==> config.mk <==
export PLATFORM = sky130hd
export DESIGN_NAME = dmem_resp_flat
export DESIGN_NICKNAME = d
export VERILOG_FILES = /design/src/rtl/dmem_resp_if.sv /design/src/rtl/dmem_resp.sv /design/src/flat_wrapper.sv
export SDC_FILE = /design/constraint.sdc
export NUM_CORES = 1
export LEC_CHECK = 0
export ABC_AREA = 1
export CAP_MARGIN = 30
export CORE_AREA = 2 2 159 161
export CTS_CLUSTER_DIAMETER = 40
export CTS_CLUSTER_SIZE = 20
export DETAILED_ROUTE_END_ITERATION = 7
export DIE_AREA = 0 0 161 163
export GPL_ROUTABILITY_DRIVEN = 0
export GPL_TIMING_DRIVEN = 0
export PLACE_DENSITY = 0.81
export SYNTH_ARGS = -nofsm -noshare
export SYNTH_HDL_FRONTEND = slang
export SYNTH_SLANG_ARGS = --single-unit
==> constraint.sdc <==
create_clock -name clk -period 5.56 [get_ports clk]
set_input_delay 1.39 -clock clk [delete_from_list [all_inputs] [get_ports clk]]
set_output_delay 1.39 -clock clk [all_outputs]
set_load 0.01 [all_outputs]
==> src/rtl/dmem_resp_if.sv <==
// Pipeline-side load/store request/response and 64-bit req/gnt/rvalid data bus
// seen by the memory-stage responder (slave) and its driver (master).
interface dmem_resp_if;
  logic        req_en;
  logic        req_write;
  logic [63:0] req_addr;
  logic [63:0] req_wdata;
  logic [2:0]  req_funct3;
  logic        mem_flush;
  logic        mem_ready;
  logic [63:0] load_data;
  logic        misalign;
  logic        access_fault;
  logic        bus_req;
  logic        bus_we;
  logic [63:0] bus_addr;
  logic [7:0]  bus_wstrb;
  logic [63:0] bus_wdata;
  logic        bus_gnt;
  logic        bus_rvalid;
  logic [63:0] bus_rdata;
  logic        bus_err;

  modport slave (
    input  req_en, req_write, req_addr, req_wdata, req_funct3, mem_flush,
    input  bus_gnt, bus_rvalid, bus_rdata, bus_err,
    output mem_ready, load_data, misalign, access_fault,
    output bus_req, bus_we, bus_addr, bus_wstrb, bus_wdata
  );

  modport master (
    output req_en, req_write, req_addr, req_wdata, req_funct3, mem_flush,
    output bus_gnt, bus_rvalid, bus_rdata, bus_err,
    input  mem_ready, load_data, misalign, access_fault,
    input  bus_req, bus_we, bus_addr, bus_wstrb, bus_wdata
  );
endinterface

==> src/rtl/dmem_resp.sv <==
// RV64 memory-stage load/store responder: alignment check, strobe/replication,
// one req/gnt/rvalid bus transaction per access, load extension and stall.
module dmem_resp #(
  parameter int GNT_TIMEOUT = 255
) (
  input logic        clk,
  input logic        rst,
  dmem_resp_if.slave io
);
  localparam int CW = (GNT_TIMEOUT < 2) ? 1 : $clog2(GNT_TIMEOUT + 1);

  typedef enum logic [2:0] {IDLE, REQ, WAIT, DONE, DRAIN} state_t;

  typedef struct packed {
    logic       write;
    logic [2:0] funct3;
    logic [2:0] off;
  } req_t;

  state_t        state;
  req_t          rq;
  logic [CW-1:0] gnt_cnt;

  logic [2:0]  off;
  logic        mis;
  logic        ill;
  logic [7:0]  strb;
  logic [63:0] wrep;
  logic [63:0] shr;
  logic [63:0] ext;
  logic        to_hit;

  always_comb begin
    off  = io.req_addr[2:0];
    ill  = (io.req_funct3 == 3'b111);
    mis  = 1'b0;
    strb = 8'h00;
    wrep = io.req_wdata;
    case (io.req_funct3[1:0])
      2'b00: begin mis = 1'b0;     strb = 8'h01 << off; wrep = {8{io.req_wdata[7:0]}};  end
      2'b01: begin mis = off[0];   strb = 8'h03 << off; wrep = {4{io.req_wdata[15:0]}}; end
      2'b10: begin mis = |off[1:0]; strb = 8'h0F << off; wrep = {2{io.req_wdata[31:0]}}; end
      default: begin mis = |off;   strb = 8'hFF << off; wrep = io.req_wdata;            end
    endcase
  end

  // Right-align the addressed bytes, then extend according to the latched funct3.
  always_comb begin
    shr = io.bus_rdata >> {rq.off, 3'b000};
    case (rq.funct3)
      3'b000:  ext = {{56{shr[7]}},  shr[7:0]};
      3'b001:  ext = {{48{shr[15]}}, shr[15:0]};
      3'b010:  ext = {{32{shr[31]}}, shr[31:0]};
      3'b011:  ext = shr;
      3'b100:  ext = {56'd0, shr[7:0]};
      3'b101:  ext = {48'd0, shr[15:0]};
      3'b110:  ext = {32'd0, shr[31:0]};
      default: ext = '0;
    endcase
  end

  // Fires on the REQ cycle whose missing grant would make the count reach the limit.
  assign to_hit = (GNT_TIMEOUT != 0) && ((int'(gnt_cnt) + 1) == GNT_TIMEOUT);

  assign io.mem_ready = !rst && (((state == IDLE) && !io.req_en) || (state == DONE));

  always_ff @(posedge clk) begin
    if (rst) begin
      state           <= IDLE;
      rq              <= '0;
      gnt_cnt         <= '0;
      io.bus_req      <= 1'b0;
      io.bus_we       <= 1'b0;
      io.bus_addr     <= '0;
      io.bus_wstrb    <= '0;
      io.bus_wdata    <= '0;
      io.load_data    <= '0;
      io.misalign     <= 1'b0;
      io.access_fault <= 1'b0;
    end else begin
      case (state)
        IDLE: begin
          if (io.req_en && !io.mem_flush) begin
            rq <= '{write: io.req_write, funct3: io.req_funct3, off: off};
            if (mis || ill) begin
              io.misalign     <= mis;
              io.access_fault <= ill;
              io.load_data    <= '0;
              state           <= DONE;
            end else begin
              io.bus_req      <= 1'b1;
              io.bus_we       <= io.req_write;
              io.bus_addr     <= {io.req_addr[63:3], 3'b000};
              io.bus_wstrb    <= strb;
              io.bus_wdata    <= wrep;
              io.load_data    <= '0;
              io.misalign     <= 1'b0;
              io.access_fault <= 1'b0;
              gnt_cnt         <= '0;
              state           <= REQ;
            end
          end
        end
        REQ: begin
          if (io.bus_gnt) begin
            io.bus_req <= 1'b0;
            state      <= io.mem_flush ? DRAIN : WAIT;
          end else if (io.mem_flush) begin
            io.bus_req <= 1'b0;
            state      <= IDLE;
          end else if (to_hit) begin
            io.bus_req      <= 1'b0;
            io.access_fault <= 1'b1;
            state           <= DONE;
          end else if (GNT_TIMEOUT != 0) begin
            gnt_cnt <= gnt_cnt + 1'b1;
          end
        end
        WAIT: begin
          if (io.bus_rvalid) begin
            io.access_fault <= io.bus_err;
            io.load_data    <= (io.bus_err || rq.write) ? 64'd0 : ext;
            state           <= DONE;
          end else if (io.mem_flush) begin
            state <= DRAIN;
          end
        end
        DRAIN: if (io.bus_rvalid) state <= IDLE;
        DONE:  state <= IDLE;
        default: state <= IDLE;
      endcase
    end
  end
endmodule

==> src/flat_wrapper.sv <==
// flat-port wrapper written by rule: the top's interface ports become plain ports
module dmem_resp_flat 
#(
  parameter int GNT_TIMEOUT = 255
)
  (clk, rst, io_req_en, io_req_write, io_req_addr, io_req_wdata, io_req_funct3, io_mem_flush, io_bus_gnt, io_bus_rvalid, io_bus_rdata, io_bus_err, io_mem_ready, io_load_data, io_misalign, io_access_fault, io_bus_req, io_bus_we, io_bus_addr, io_bus_wstrb, io_bus_wdata);
  dmem_resp_if io_i ();
  input logic clk;
  input logic rst;
  input wire logic [$bits(io_i.req_en)-1:0] io_req_en;
  input wire logic [$bits(io_i.req_write)-1:0] io_req_write;
  input wire logic [$bits(io_i.req_addr)-1:0] io_req_addr;
  input wire logic [$bits(io_i.req_wdata)-1:0] io_req_wdata;
  input wire logic [$bits(io_i.req_funct3)-1:0] io_req_funct3;
  input wire logic [$bits(io_i.mem_flush)-1:0] io_mem_flush;
  input wire logic [$bits(io_i.bus_gnt)-1:0] io_bus_gnt;
  input wire logic [$bits(io_i.bus_rvalid)-1:0] io_bus_rvalid;
  input wire logic [$bits(io_i.bus_rdata)-1:0] io_bus_rdata;
  input wire logic [$bits(io_i.bus_err)-1:0] io_bus_err;
  output wire logic [$bits(io_i.mem_ready)-1:0] io_mem_ready;
  output wire logic [$bits(io_i.load_data)-1:0] io_load_data;
  output wire logic [$bits(io_i.misalign)-1:0] io_misalign;
  output wire logic [$bits(io_i.access_fault)-1:0] io_access_fault;
  output wire logic [$bits(io_i.bus_req)-1:0] io_bus_req;
  output wire logic [$bits(io_i.bus_we)-1:0] io_bus_we;
  output wire logic [$bits(io_i.bus_addr)-1:0] io_bus_addr;
  output wire logic [$bits(io_i.bus_wstrb)-1:0] io_bus_wstrb;
  output wire logic [$bits(io_i.bus_wdata)-1:0] io_bus_wdata;
  assign io_i.req_en = io_req_en;
  assign io_i.req_write = io_req_write;
  assign io_i.req_addr = io_req_addr;
  assign io_i.req_wdata = io_req_wdata;
  assign io_i.req_funct3 = io_req_funct3;
  assign io_i.mem_flush = io_mem_flush;
  assign io_i.bus_gnt = io_bus_gnt;
  assign io_i.bus_rvalid = io_bus_rvalid;
  assign io_i.bus_rdata = io_bus_rdata;
  assign io_i.bus_err = io_bus_err;
  assign io_mem_ready = io_i.mem_ready;
  assign io_load_data = io_i.load_data;
  assign io_misalign = io_i.misalign;
  assign io_access_fault = io_i.access_fault;
  assign io_bus_req = io_i.bus_req;
  assign io_bus_we = io_i.bus_we;
  assign io_bus_addr = io_i.bus_addr;
  assign io_bus_wstrb = io_i.bus_wstrb;
  assign io_bus_wdata = io_i.bus_wdata;
  dmem_resp #(.GNT_TIMEOUT(GNT_TIMEOUT)) u_core (.clk(clk), .rst(rst), .io(io_i));
endmodule
# ---- Word-level counts from Yosys, hierarchy flattened
# Index checks and enable logic that the tools add are counted.
dict set report classes {
  addsub 2
  n_eq_ne 24
  shift 5
  mux 38
  bitwise 1
  reduce_logical 24
}
# op n
set op_table {}
lappend op_table {{64-bit one-hot mux with 7 select lines} 1}
lappend op_table {{64-bit 2-to-1 mux} 3}
lappend op_table {{64-bit one-hot mux with 3 select lines} 1}
lappend op_table {{64-bit one-hot mux with 2 select lines} 1}
lappend op_table {{64-bit by 6-bit right shift with 64-bit output} 1}
lappend op_table {{8-bit 2-to-1 mux} 5}
lappend op_table {{32-bit by 9-bit equality test with 1-bit output (second input constant)} 1}
lappend op_table {{3-bit 2-to-1 mux} 8}
lappend op_table {{8-bit one-hot mux with 3 select lines} 1}
lappend op_table {{8-bit one-hot mux with 2 select lines} 1}
lappend op_table {{3-bit equality test (second input constant)} 5}
lappend op_table {{2-bit inequality test (second input constant)} 7}
lappend op_table {{3-bit by 2-bit equality test with 1-bit output (second input constant)} 4}
lappend op_table {{1-bit 2-to-1 mux} 12}
lappend op_table {{3-bit one-hot mux with 4 select lines} 1}
lappend op_table {{6-bit AND reduction} 2}
lappend op_table {{8-bit by 1-bit adder with 9-bit output (second input constant)} 1}
lappend op_table {{8-bit by 1-bit adder with 8-bit output (second input constant)} 1}
lappend op_table {{4-bit AND reduction} 2}
lappend op_table {{1-bit by 3-bit << shifter with 8-bit output (first input constant)} 1}
lappend op_table {{2-bit by 3-bit << shifter with 8-bit output (first input constant)} 1}
lappend op_table {{4-bit by 3-bit << shifter with 8-bit output (first input constant)} 1}
lappend op_table {{8-bit by 3-bit << shifter with 8-bit output (first input constant)} 1}
lappend op_table {{3-bit by 1-bit equality test with 1-bit output (second input constant)} 2}
lappend op_table {{other kinds (20)} 30}
dict set report totals {
  regBits 219
  inputBits 203
  out_inout_bits 205
  elab_cells 107
}

# ---- Longest topological paths before layout
dict set report logic_depth {
  word_depth 6
  mapped_depth 14
}

# ---- Worst setup path before layout
# Ideal clock, no wire load.
dict set report synth_timing {
  path_kind {input to output}
  start {input rst}
  end {output io_mem_ready}
  arrival_ns 2.379
  required_ns 4.170
  path_slack_ns 1.791
  cell_stages 5
  path_buffers 3
  path_cell_list {clkbuf_1 > inv_1 > clkbuf_1 > clkbuf_1 > o21a_1}
}
dict set report synth_between {
  elab_chain_len 2
}
# element line
set synth_rtl {}
lappend synth_rtl {{start, declared} flat_wrapper.sv:9} ;# input logic rst;
lappend synth_rtl {{1-bit logical NOT} dmem_resp.sv:65} ;# assign io.mem_ready = !rst && (((state == IDLE) && !io.req_en) || (state == DONE));
lappend synth_rtl {{1-bit logical AND} dmem_resp.sv:65}
lappend synth_rtl {{end, declared} flat_wrapper.sv:20} ;# output wire logic [$bits(io_i.mem_ready)-1:0] io_mem_ready;
# No other way between the ends.

# ---- Worst setup path in the final report
# Same ends and word-level chain as after synthesis.

==> impl_metrics.csv <==
group,metric,value,unit
cts,cts_setup_buffers,0,
detailed_routing,postRouteWirelength,47400,µm
critical_path,required,4.17,ns
sta,max_slew_margin,0.437,
sta,clock.fmax,198,MHz
logic_synthesis,ys_top_cells_by_area,"dfxtp_1 40%, nand2_1 14%, o21ai_0 9.5%",
cts,clock-root-buffer,"clkbuf_16",
cts,cts.sinks,219,
detailed_routing,drc_errors,0,
global_routing,grt_first_pass_wirelength,71400,µm
cts,htreeDepth,1,
detailed_routing,drt-pass1-iter-count,6,
detailed_routing,dr_total_vias,13443,
power,power_density,376,nW/µm²
place,portBuffers,401,
power,power,0.00619,W
detailed_routing,drt-initial-drc-count,1430,
flow_run,drv_cap,0,
detailed_routing,vias_per_cell,5.57,
logic_synthesis,synth_warnings,0,
logic_synthesis,synth.top_cell.area_share,0.402,
critical_path,crit_slowest_cell,"clkdlybuf4s50_1",
sta,hold_viol_final,0,
floorplanning,top_level_ports,408,
logic_synthesis,netlist_instances,1615,
hold_path,hold_path_class,"reg -> reg",
cts,numCtsBuffers,31,
finish,fillers,2132,
logic_synthesis,synth-edff-count,0,
logic_synthesis,postSynthAreaPerCell,6.75,µm²
run_status,status,"complete, no violations",
sta,finClkSkew,0.0174,ns
global_routing,antenna_found_initial,8,
cts,clockBufferDepth,3,
floorplanning,die_y,163,µm
finish,multi_input_area,5610,µm²
critical_path,worst_path_dominant_cell_family,"buffers and inverters",
power,vdd_drop_max,0.293,mV
logic_synthesis,synthesis.area,10900,µm²
cts,clk_latency,0.58,ns
critical_path,path_cells,"clkbuf_1, inv_1, clkbuf_1, clkbuf_1, o21a_1, clkdlybuf4s50_1",
critical_path,path_max_fanout,10,
sta,finalCritPeriodShare,0.910,
finish,area_growth,51.1,%
cts,path_clk_slew,0.06,ns
logic_synthesis,yosys.area.top_type,"dfxtp_1",
global_routing,overflow,0,
cts,cts_hold_buf,0,
sta,layout_min_cycle_time,5.06,ns
global_routing,grt_max_degree,17,
critical_path,start_kind,"input pin",
sta,drv_slew,0,
sta,rsz0062_at_grt,"no",
cts,cts_resized,0,
global_routing,grt_pass1_vias,13132,
logic_synthesis,yosysUniqueCellTypes,45,
floorplanning,die_x,161,µm
power,p_leak,6.65,nW
floorplanning,rows,58,
floorplanning,core-area,24700,µm²
critical_path,cp_num_buf_inv,5,
critical_path,max_stage_delay,0.59,ns
finish,final_nets,2256,
critical_path,arrival,3.67,ns
detailed_routing,drtAntennaViolNets,0,
place,dp_hpwl,36100,µm
logic_synthesis,ys_ff_latch,219,
logic_synthesis,synth.most_common_cell,"nand2_1",
floorplanning,die_area,26200,µm²
finish,regArea,4380,µm²
sta,worst_pin_slew,0.836,ns
finish,drive_gt1_frac,0.0848,
cts,cts_tree,"yes",
logic_synthesis,synthArstFlopShare,0,
critical_path,end_kind,"output pin",
floorplanning,start_util,0.442,
global_routing,globalRouteTotalUtil,0.346,
logic_synthesis,synth_common_cells,"414 x nand2_1, 219 x dfxtp_1, 212 x nor2_1",
detailed_routing,wire_per_inst,19.6,µm
logic_synthesis,synth_flop_cell,"dfxtp_1",
logic_synthesis,yosysSeqAreaShare,0.402,
critical_path,crit_type,"in -> out",
critical_path,critical_path.most_common_cell,"clkbuf_1",
sta,finalSetupViolCount,0,
sta,finalSetupTns,0,ns
[placed cells by master (no fill, tap or decap), types with 18 or more instances in the layout]
cell type	synthesis	final
nand2_1	414	414
clkdlybuf4s50_1	0	401
dfxtp_1	219	219
nor2_1	212	212
o21ai_0	208	208
a21oi_1	132	132
nand3_1	84	84
inv_1	52	52
clkbuf_1	45	46
a31oi_1	44	44
buf_2	39	39
clkbuf_16	0	31
o21ai_1	18	18
[path summary, 6_finish.rpt]
path                                              from                 endpoint  slack (ns)  cells after the start
worst max-delay path                               rst             io_mem_ready        0.50                      6
worst min register to register  u_core.io.load_data[6]   u_core.io.load_data[6]        0.47                      2
worst max register to register            u_core.rq[0]  u_core.io.load_data[35]        3.27                     10
worst min-delay path            u_core.io.load_data[6]   u_core.io.load_data[6]        0.47                      2
[routing by layer]
metal / GRT usage / part of all wire / up-vias
met5: 0 / 0.00027 / -
met4: 0.218 / 0.070 / 2
met3: 0.123 / 0.12 / 233
met2: 0.572 / 0.46 / 918
met1: 0.380 / 0.35 / 6035
li1: - / - / 6255
[registers in the layout (all words and copies together) (netlist names)]
signal,cells
u_core.io.access_fault,1
u_core.io.load_data,64
u_core.io.misalign,1
u_core.gnt_cnt,8
u_core.io.bus_wdata,64
u_core.io.bus_addr,61
u_core.io.bus_req,1
u_core.io.bus_wstrb,8
u_core.state,3
u_core.io.bus_we,1
u_core.rq,7
[layout make-up]
type                            instances  area share
Antenna cell                            9     0.00137
Clock buffer                           34      0.0490
Timing Repair Buffer                  401       0.244
Multi-Input combinational cell       1210       0.341
Tap cell                              330      0.0251
Clock inverter                         24      0.0187
Inverter                               64      0.0149
Sequential cell                       219       0.266
Buffer                                124      0.0409
[power by group]
part           internal, W  switching (W)
Clock              0.00123       0.000856
Sequential         0.00175       0.000119
Combinational     0.000882        0.00135
Total              0.00387        0.00232
[stage by stage]
step | area [µm²] | std cells | setup slack [ns] | hold WS [ns] | util
4_1_cts | 16500 | 2406 | 0.506 | 0.463 | 0.667
6_report | 16500 | 2415 | 0.501 | 0.465 | 0.668
3_3_place_gp | 15300 | 2348 | 0.510 | 0.453 | 0.622
2_1_floorplan | 10900 | 1617 | 1.79 | 0.441 | -
3_5_place_dp | 15300 | 2348 | 0.546 | 0.454 | 0.622
5_1_grt | 16500 | 2413 | 0.407 | 0.484 | 0.668
[worst reg2reg max path: stages, from the launching register on]
cell	delay (ns)
dfxtp_1	0.30
buf_6	0.13
buf_6	0.14
buf_6	0.14
o21ai_0	0.67
nand2_1	0.09
o21ai_0	0.32
nand2_1	0.13
nand3_1	0.12
nand2_1	0.05
a21oi_1	0.11
[kinds of logic after synthesis]
kind of cell | after synthesis | share of synthesized area
DFF | 219 | 0.402
adders and majority gates | 2 | 0.00229
and+or+nand+nor | 760 | 0.291
AOI/OAI and AO/OA | 445 | 0.220
buffers and inverters | 188 | 0.0843
other | 1 | 0.000344
Power figures use the tool's default switching activity.
